$ cat src/rtl/env_pkg.sv
// Shared constants and helpers for the envelope decimator.
// Holds the reduction mode encodings and the saturating rectifier.
package env_pkg;

    localparam logic MODE_MEAN = 1'b0;
    localparam logic MODE_PEAK = 1'b1;

    // |x| of a w-bit signed value (sign-extended to 32 bits);
    // the most negative value clips to the largest positive one.
    function automatic logic [31:0] sat_abs(
        input logic signed [31:0] x,
        input int                 w
    );
        logic signed [31:0] lim;
        logic signed [31:0] mag;
        lim = (32'sd1 <<< (w - 1)) - 32'sd1;
        mag = (x < 0) ? -x : x;
        if (mag > lim) begin
            mag = lim;
        end
        return mag;
    endfunction

endpackage

$ cat src/rtl/env_out_reg.sv
// Single-entry AXI-Stream output register for envelope values.
// ready_out tells the producer a load this cycle will not be lost.
module env_out_reg #(
    parameter int DATA_W = 16,
    parameter int CH_W   = 1
) (
    input  logic              aclk,
    input  logic              areset,
    input  logic              load,
    input  logic [DATA_W-1:0] data,
    input  logic [CH_W-1:0]   user,
    input  logic              last,
    output logic              ready_out,
    output logic [DATA_W-1:0] m_axis_tdata,
    output logic [CH_W-1:0]   m_axis_tuser,
    output logic              m_axis_tlast,
    output logic              m_axis_tvalid,
    input  logic              m_axis_tready
);

    assign ready_out = !m_axis_tvalid | m_axis_tready;

    // Reload on a new value, otherwise empty once the sink accepts.
    always_ff @(posedge aclk or posedge areset) begin
        if (areset) begin
            m_axis_tdata  <= '0;
            m_axis_tuser  <= '0;
            m_axis_tlast  <= 1'b0;
            m_axis_tvalid <= 1'b0;
        end else if (load) begin
            m_axis_tdata  <= data;
            m_axis_tuser  <= user;
            m_axis_tlast  <= last;
            m_axis_tvalid <= 1'b1;
        end else if (m_axis_tready) begin
            m_axis_tvalid <= 1'b0;
        end
    end

endmodule

$ cat src/rtl/envelope_decimator.sv
// Rectify a TDM stream and reduce DECIM samples per channel to one
// envelope value, by boxcar mean or peak, chosen per window.
module envelope_decimator
    import env_pkg::*;
#(
    parameter int DATA_W   = 16,
    parameter int NUM_CH   = 2,
    parameter int DECIM    = 8,
    parameter int LOG2_DEC = 3,
    parameter int CH_W     = 1
) (
    input  logic              aclk,
    input  logic              areset,
    input  logic              cfg_mode,
    input  logic [DATA_W-1:0] s_axis_tdata,
    input  logic              s_axis_tvalid,
    input  logic              s_axis_tlast,
    output logic              s_axis_tready,
    output logic [DATA_W-1:0] m_axis_tdata,
    output logic [CH_W-1:0]   m_axis_tuser,
    output logic              m_axis_tlast,
    output logic              m_axis_tvalid,
    input  logic              m_axis_tready,
    output logic              err_tlast
);

    localparam int ACC_W = DATA_W + LOG2_DEC;

    if ((1 << LOG2_DEC) != DECIM) begin : g_bad_decim
        $error("LOG2_DEC does not match DECIM");
    end
    if (NUM_CH < 1) begin : g_bad_ch
        $error("NUM_CH must be at least 1");
    end

    logic [LOG2_DEC-1:0] cnt;
    logic [CH_W-1:0]     ch;
    logic [ACC_W-1:0]    acc [NUM_CH];
    logic                mode_q;
    logic                en_q;

    logic                fire;
    logic                last_ch;
    logic                win_end;
    logic                win_start;
    logic                mode_cur;
    logic [DATA_W-1:0]   rect;
    logic [ACC_W-1:0]    rect_ext;
    logic [ACC_W-1:0]    acc_cur;
    logic [ACC_W-1:0]    acc_next;
    logic [DATA_W-1:0]   out_d;
    logic                out_rdy;
    logic                load;

    assign last_ch   = (ch == CH_W'(NUM_CH - 1));
    assign win_end   = &cnt;
    assign win_start = (cnt == '0);
    assign fire      = s_axis_tvalid & s_axis_tready;
    assign load      = fire & win_end;

    // Only a window-closing sample can be blocked, and only by a full output.
    assign s_axis_tready = en_q & (!win_end | out_rdy);

    // The first sample of channel 0 picks the mode for the whole window.
    assign mode_cur = (win_start && ch == '0) ? cfg_mode : mode_q;

    assign rect     = DATA_W'(sat_abs(32'(signed'(s_axis_tdata)), DATA_W));
    assign rect_ext = {{LOG2_DEC{1'b0}}, rect};
    assign acc_cur  = acc[ch];

    // Next accumulator value: load on window start, else sum or max.
    always_comb begin
        acc_next = rect_ext;
        if (!win_start) begin
            if (mode_cur == MODE_PEAK) begin
                acc_next = (acc_cur > rect_ext) ? acc_cur : rect_ext;
            end else begin
                acc_next = acc_cur + rect_ext;
            end
        end
    end

    assign out_d = (mode_cur == MODE_PEAK) ? acc_next[DATA_W-1:0]
                                           : acc_next[ACC_W-1:LOG2_DEC];

    // Input ready comes up one cycle after reset is released.
    always_ff @(posedge aclk or posedge areset) begin
        if (areset) begin
            en_q <= 1'b0;
        end else begin
            en_q <= 1'b1;
        end
    end

    // Channel/sample counters, mode latch and tlast consistency flag.
    always_ff @(posedge aclk or posedge areset) begin
        if (areset) begin
            cnt       <= '0;
            ch        <= '0;
            mode_q    <= MODE_MEAN;
            err_tlast <= 1'b0;
        end else if (fire) begin
            if (win_start && ch == '0) begin
                mode_q <= cfg_mode;
            end
            if (s_axis_tlast != last_ch) begin
                err_tlast <= 1'b1;
            end
            if (last_ch || s_axis_tlast) begin
                ch <= '0;
            end else begin
                ch <= ch + CH_W'(1);
            end
            if (last_ch && s_axis_tlast) begin
                cnt <= cnt + LOG2_DEC'(1);
            end
        end
    end

    // Per-channel accumulators, updated only for the active channel.
    always_ff @(posedge aclk or posedge areset) begin
        if (areset) begin
            for (int i = 0; i < NUM_CH; i++) begin
                acc[i] <= '0;
            end
        end else if (fire) begin
            acc[ch] <= acc_next;
        end
    end

    env_out_reg #(
        .DATA_W (DATA_W),
        .CH_W   (CH_W)
    ) u_out (
        .aclk          (aclk),
        .areset        (areset),
        .load          (load),
        .data          (out_d),
        .user          (ch),
        .last          (last_ch),
        .ready_out     (out_rdy),
        .m_axis_tdata  (m_axis_tdata),
        .m_axis_tuser  (m_axis_tuser),
        .m_axis_tlast  (m_axis_tlast),
        .m_axis_tvalid (m_axis_tvalid),
        .m_axis_tready (m_axis_tready)
    );

endmodule

$ cat config.mk
export PLATFORM = sky130hd
export DESIGN_NAME = envelope_decimator
export DESIGN_NICKNAME = d
export VERILOG_FILES = /design/src/rtl/env_pkg.sv /design/src/rtl/env_out_reg.sv /design/src/rtl/envelope_decimator.sv
export SDC_FILE = /design/constraint.sdc
export NUM_CORES = 1
export LEC_CHECK = 0
export BUFFER_PORTS_ARGS = -buffer_cell sky130_fd_sc_hd__buf_2
export CAP_MARGIN = 15
export CORE_ASPECT_RATIO = 1.4
export CORE_MARGIN = 2
export CORE_UTILIZATION = 60
export DETAILED_ROUTE_END_ITERATION = 16
export PLACE_DENSITY = 0.85
export SLEW_MARGIN = 25
export SYNTH_ARGS = -nofsm -noshare
export SYNTH_HDL_FRONTEND = slang
export SYNTH_HIERARCHICAL = 1
export SYNTH_SLANG_ARGS = --single-unit
$ cat constraint.sdc
create_clock -name aclk -period 5.3 [get_ports aclk]
set_input_delay 0.53 -clock aclk [delete_from_list [all_inputs] [get_ports aclk]]
set_output_delay 0.53 -clock aclk [all_outputs]
set_load 0.03 [all_outputs]
-- Word level (Yosys, flattened, before mapping)
Cells that the tools add are included.
- flip-flop bits (word level): 63
- input bits: 22
- word-level logic and storage cells: 54
- output and inout port bits: 21
- add/sub/neg operators: 4
- reductions and logical operators: 11
- equal/unequal tests: 1
- magnitude comparators: 5
- bitwise operators: 7
- muxes and demuxes: 16
- operators with widths (cell ; count):
    19-bit 2-to-1 mux ; 7
    38-bit bitwise mux ; 1
    32-bit by 16-bit greater-than comparator with 1-bit output (second input constant) ; 1
    16-bit 2-to-1 mux ; 2
    32-bit 2-to-1 mux ; 1
    16-bit negation with 32-bit output ; 1
    19-bit by 16-bit adder with 19-bit output ; 1
    19-bit demux with 1-bit select ; 1
    19-bit by 16-bit greater-than comparator with 1-bit output ; 1
    16-bit by 1-bit < comparator with 1-bit output (second input constant) ; 1
    1-bit 2-to-1 mux ; 4
    2-bit AND reduction ; 2
    3-bit by 1-bit adder with 3-bit output (second input constant) ; 1
    1-bit AND ; 3
    1-bit logical AND ; 3
    3-bit logical NOT ; 1
    3-bit AND reduction ; 1
    2-bit >= comparator (second input constant) ; 1
    1-bit logical NOT ; 2
    2-bit by 1-bit < comparator with 1-bit output (second input constant) ; 1
    1-bit inverter with 2-bit output ; 1
    1-bit OR ; 2
    2-bit nonzero test ; 1
    1-bit adder (second input constant) ; 1
    other kinds (3) ; 3

-- Longest topological paths before layout
- depth in word-level cells: 9
- depth in mapped cells: 18
- depth with buffers taken out: 16

-- Cells and area by module
Netlist, hierarchy kept.
- by module, submodules not included (module ; sequential area each (um2) ; area each (um2) ; times used ; cells each):
    envelope_decimator ; 1126.1 ; 4550.6 ; 1 ; 539
    env_out_reg ; 475.5 ; 759.5 ; 1 ; 42

-- Worst setup path before layout
No wires, ideal clock.
- kind: input -> register
- start point: input port s_axis_tdata[5]
- end point: register u_out.m_axis_tdata[11]
- cell stages on the path: 14
- data required time: 5175 ps
- data arrival time: 4039 ps
- setup time: 125 ps
- path buffers: 1
- slack: 1137 ps
- path through: nor4_4 nand2_2 or4_1 buf_2 and2_4 ha_1 nor4b_2 a21boi_1 o31ai_2 nand4_1 and3_4 o32a_1 mux2_2 mux2_2
- word-level cells in the longest chain between the ends: 9
- elaborated cells between the ends (all ways): 11
- those cells by class: 2 x add/sub; 3 x order compare; 6 x mux
- ends and longest elaborated chain (element ; RTL line ; source):
    from (decl) ; envelope_decimator.sv:15 ; input logic [DATA_W-1:0] s_axis_tdata,
    16-bit negation with 32-bit output / 16-bit by 1-bit < comparator with 1-bit output (equally long branches) ; env_pkg.sv:17 ; mag = (x < 0) ? -x : x;
    32-bit 2-to-1 mux (*) ; env_pkg.sv:17 ;
    32-bit by 16-bit greater-than comparator with 1-bit output ; env_pkg.sv:18 ; if (mag > lim) begin
    16-bit 2-to-1 mux (*) ; env_pkg.sv:18 ;
    19-bit by 16-bit greater-than comparator with 1-bit output ; envelope_decimator.sv:76 ; acc_next = (acc_cur > rect_ext) ? acc_cur : rect_ext;
    19-bit 2-to-1 mux ; envelope_decimator.sv:76 ;
    19-bit 2-to-1 mux ; envelope_decimator.sv:75 ; if (mode_cur == MODE_PEAK) begin
    19-bit 2-to-1 mux (*) ; envelope_decimator.sv:74 ; if (!win_start) begin
    16-bit 2-to-1 mux (*) ; envelope_decimator.sv:83 ; assign out_d = (mode_cur == MODE_PEAK) ? acc_next[DATA_W-1:0]
    via out_d[11] ; envelope_decimator.sv:51 ; logic [DATA_W-1:0] out_d;
    to (signal assigned) ; env_out_reg.sv:31 ; m_axis_tdata <= data;
    to (decl) ; env_out_reg.sv:14 ; output logic [DATA_W-1:0] m_axis_tdata,
Mark *: on every way through the listed nets, which the timed path passes. The rest lies on a longest branch.
A chain may end at the register's enable or synchronous reset.

-- Worst setup path in the final report
- start point: input port s_axis_tdata[9]
- end point: register u_out.m_axis_tdata[8]
Same word-level chain as after synthesis.

==> summary.md <==
| Metric | Value |
|---|---|
| Most frequent cells in the layout | 64 x dfrtp_1, 55 x nand2_1, 43 x mux2_2, 42 x buf_2, 38 x ha_1 |
| Routed len/inst | 20.27 um |
| Min-Delay Path Class | in -> async |
| Startpoint Class | input pin |
| GRT Total Usage | approximately a third |
| Post-DRT Antenna Nets | 0 |
| Via count | ~4800 |
| Post-route clock period utilization | 89.67% |
| IO Pins | 43 |
| Worst clock skew | just over 7 ps |
| VDD IR max | ~0.44 mV |
| Drt first-iter violations | 357 |
| Endpoints failing setup | 0 |
| Via density | 6.624 |
| First-pass GRT wire length | 24040 um |
| WS Path Type | in -> reg |
| Max FO, Critical Path | 21 |
| Hold Fails Final Rpt | 0 |
| Vias in the first global route | 4983 |
| Yosys warning total | 6 |
| Die span in x | 83.51 um |
| Post-CTS Resized | 0 |
| Commonest non-fill, non-tap cell in the layout | dfrtp_1 |
| EDFF count, synth | 0 |
| Inst Count DP | 716 |
| CTS Hold Buffers Added | 0 |
| Slack of the critical path | between 500 and 600 ps |
| # H-tree levels | 3 |
| N_diodes | 0 |
| Largest net degree at the start of global routing | 46 |
| Num CTS Buffers | 9 |
| Grt total ovfl | 0 |
| Share of layout cells above drive strength 1 | 22.97% |
| Routed wire length | 14840 um |
| Req. time, crit path | 5510 ps |
| Synth async-reset ratio | 100.0% |
| Post-synthesis sequential area ratio | 30.16% |
| Starting Density | 61.69% |
| Clk buf depth | 2 |
| Dpl cell area | 5629 um2 |
| DRC violations left | 0 |
| Most used flip-flop cell after synthesis | dfrtp_1 |
| Leakage | 2.766 nW |
| Critical Path AT | 4960 ps |
| # clock sinks | 64 |
| Cell count after synthesis | 581 |
| RSZ-0062 raised after global routing | no |
| Count of nets after finishing | 683 |
| Setup_tns | 0 ps |
| Average cell area after synthesis | ~9.1 um2 |
| Pre-CTS WS | 282.0 ps |
| Fmax | roughly 210 MHz |
| Routability Congestion | around 0.97 |
| Initial antenna violation count | 0 |
| Synth Register Bits | 64 |
| Worst hold margin | 345.8 ps |
| Slew Limit Fails | 0 |
| Rows | 40 |
| Tmin final | 4753 ps |
| Clock Root Buffer | clkbuf_16 |
| Worst Setup End Kind | flip-flop |
| Fill count | 654 |
| CTS tree | yes |
| Status | completed |
| Die area | 9630 um2 |
| Largest cells by area after synthesis | dfrtp_1 30%, mux2_2 9.1%, ha_1 9.0% |
| Clock slew at reported path FFs | 50 ps |
| Netlist Area Pre-Place | 5310 um2 |
| Port Buffer Count | 42 |
| Worst slew margin | about 46% |
| Non-filler instance count after layout | 732 |
| Measured slew at the worst slew-check pin | a little over 800 ps |
| Yosys top cell area share | a little under a third |
| Die Ht | 115.3 um |
| Power Dens Cells | 669.8 nW/um2 |
| Clock network latency to the later pin of the worst-skew pair | 330 ps |
| Post-CTS Setup Bufs | 0 |
| Core Area | 8608 um2 |
| Hpwl dp | 11160 um |
| Detailed Routing Iterations Pass 1 | 7 |
| Synth-to-Final Area Change | 11.03% |
| Final instance area | 5896 um2 |
| Cell taking the most area after synthesis | dfrtp_1 |
| Count of cell types in the netlist | 77 |
| MaxCap Viol Count | 0 |
==> sequential cells by signal, summed over array words and instances (netlist names) <==
name	flops
u_out/m_axis_tdata	16
u_out/m_axis_tlast	1
ch	1
u_out/m_axis_tuser	1
u_out/m_axis_tvalid	1
mode_q	1
acc	38
en_q	1
err_tlast	1
cnt	3
==> power breakdown <==
part	internal (mW)	leakage (nW)	switching (mW)
registers	0.674	0.806	0.136
clock network	0.325	0.136	0.201
logic	1.00	1.82	1.61
total	2.00	2.77	1.95
==> cell usage after synthesis, drive strengths merged (3+ instances only) <==
library cell	instances
nor3	13
xnor2	13
o22ai	7
and2	5
nor2	35
a211oi	5
nand3	11
nor2b	5
o21a	5
nor4	8
o21ai	29
inv	35
or2	3
xor2	5
mux2i	14
a211o	3
nand4	13
nor4b	3
o31ai	11
mux2	52
nand2b	11
a21oi	28
o211a	3
and3	4
or3	6
a21o	10
ha	38
buf	9
clkbuf	14
a31oi	17
nand3b	4
dfrtp	64
o211ai	6
nand2	56
==> kinds of logic (layout without fill, tap and decap cells) <==
group | count (synthesis) | in the layout | share of synthesized area (%)
fa+ha+maj | 39 | 39 | 9.331
flops | 64 | 64 | 30.16
compound gates | 149 | 149 | 19.67
simple gates | 184 | 184 | 18.52
buf+inv | 59 | 104 | 4.901
xor+xnor | 18 | 18 | 2.969
other cells | 2 | 3 | 0.1414
mux | 66 | 66 | 14.30
==> critical path, stage by stage <==
cell      delay, ps
buf_2           120
nor3_1          390
nand2_1         130
or4_1           610
nand2_1         260
inv_1            80
ha_1            410
nor4b_2         380
nand3_1         210
nor4_4          280
o211ai_2        180
and3_4          340
o32a_1          450
mux2_2          310
mux2_4          270
==> per-stage QoR <==
| step | util [%] | total power, mW |
|---|---|---|
| floorplan | - | 2.664 |
| global placement | 65.19 | 3.225 |
| detailed placement | 65.39 | 3.321 |
| CTS | 68.49 | 3.878 |
| global route | 68.49 | 4.169 |
| finish | 68.49 | 3.949 |
==> worst paths after layout <==
| path | start | slack [ps] | depth (start not counted) | to |
|---|---|---|---|---|
| min in group aclk | err_tlast | 460 | 1 | err_tlast |
| hold reg to reg | err_tlast | 460 | 1 | err_tlast |
| setup reg to reg | ch | 820 | 12 | u_out/m_axis_tdata[9] |
| max in group asynchronous | areset | 4470 | 2 | u_out/m_axis_tdata[14] |
| hold / removal | areset | 350 | 2 | u_out/m_axis_tdata[3] |
| setup / recovery | s_axis_tdata[9] | 550 | 15 | u_out/m_axis_tdata[8] |
==> layer usage <==
layer | vias to the layer above | track usage (%) | wire length [um]
li1 | 2212 | - | -
met5 | - | 0 | 0
met3 | 64 | 3.733 | 970
met4 | 0 | 17.85 | 629
met1 | 2300 | 36.64 | 5754
met2 | 273 | 56.45 | 7486
==> final cells by class <==
class,instances,area (um2),share of cell area [%]
inverters,36,135.1,2.292
clock buffers,12,246.5,4.181
multi-input cells,459,3476,58.96
well taps,105,131.4,2.228
clock inverters,4,20.02,0.3396
flip-flops and latches,64,1602,27.16
repair buffers,52,285.3,4.839
Power figures use the tool's default switching activity.
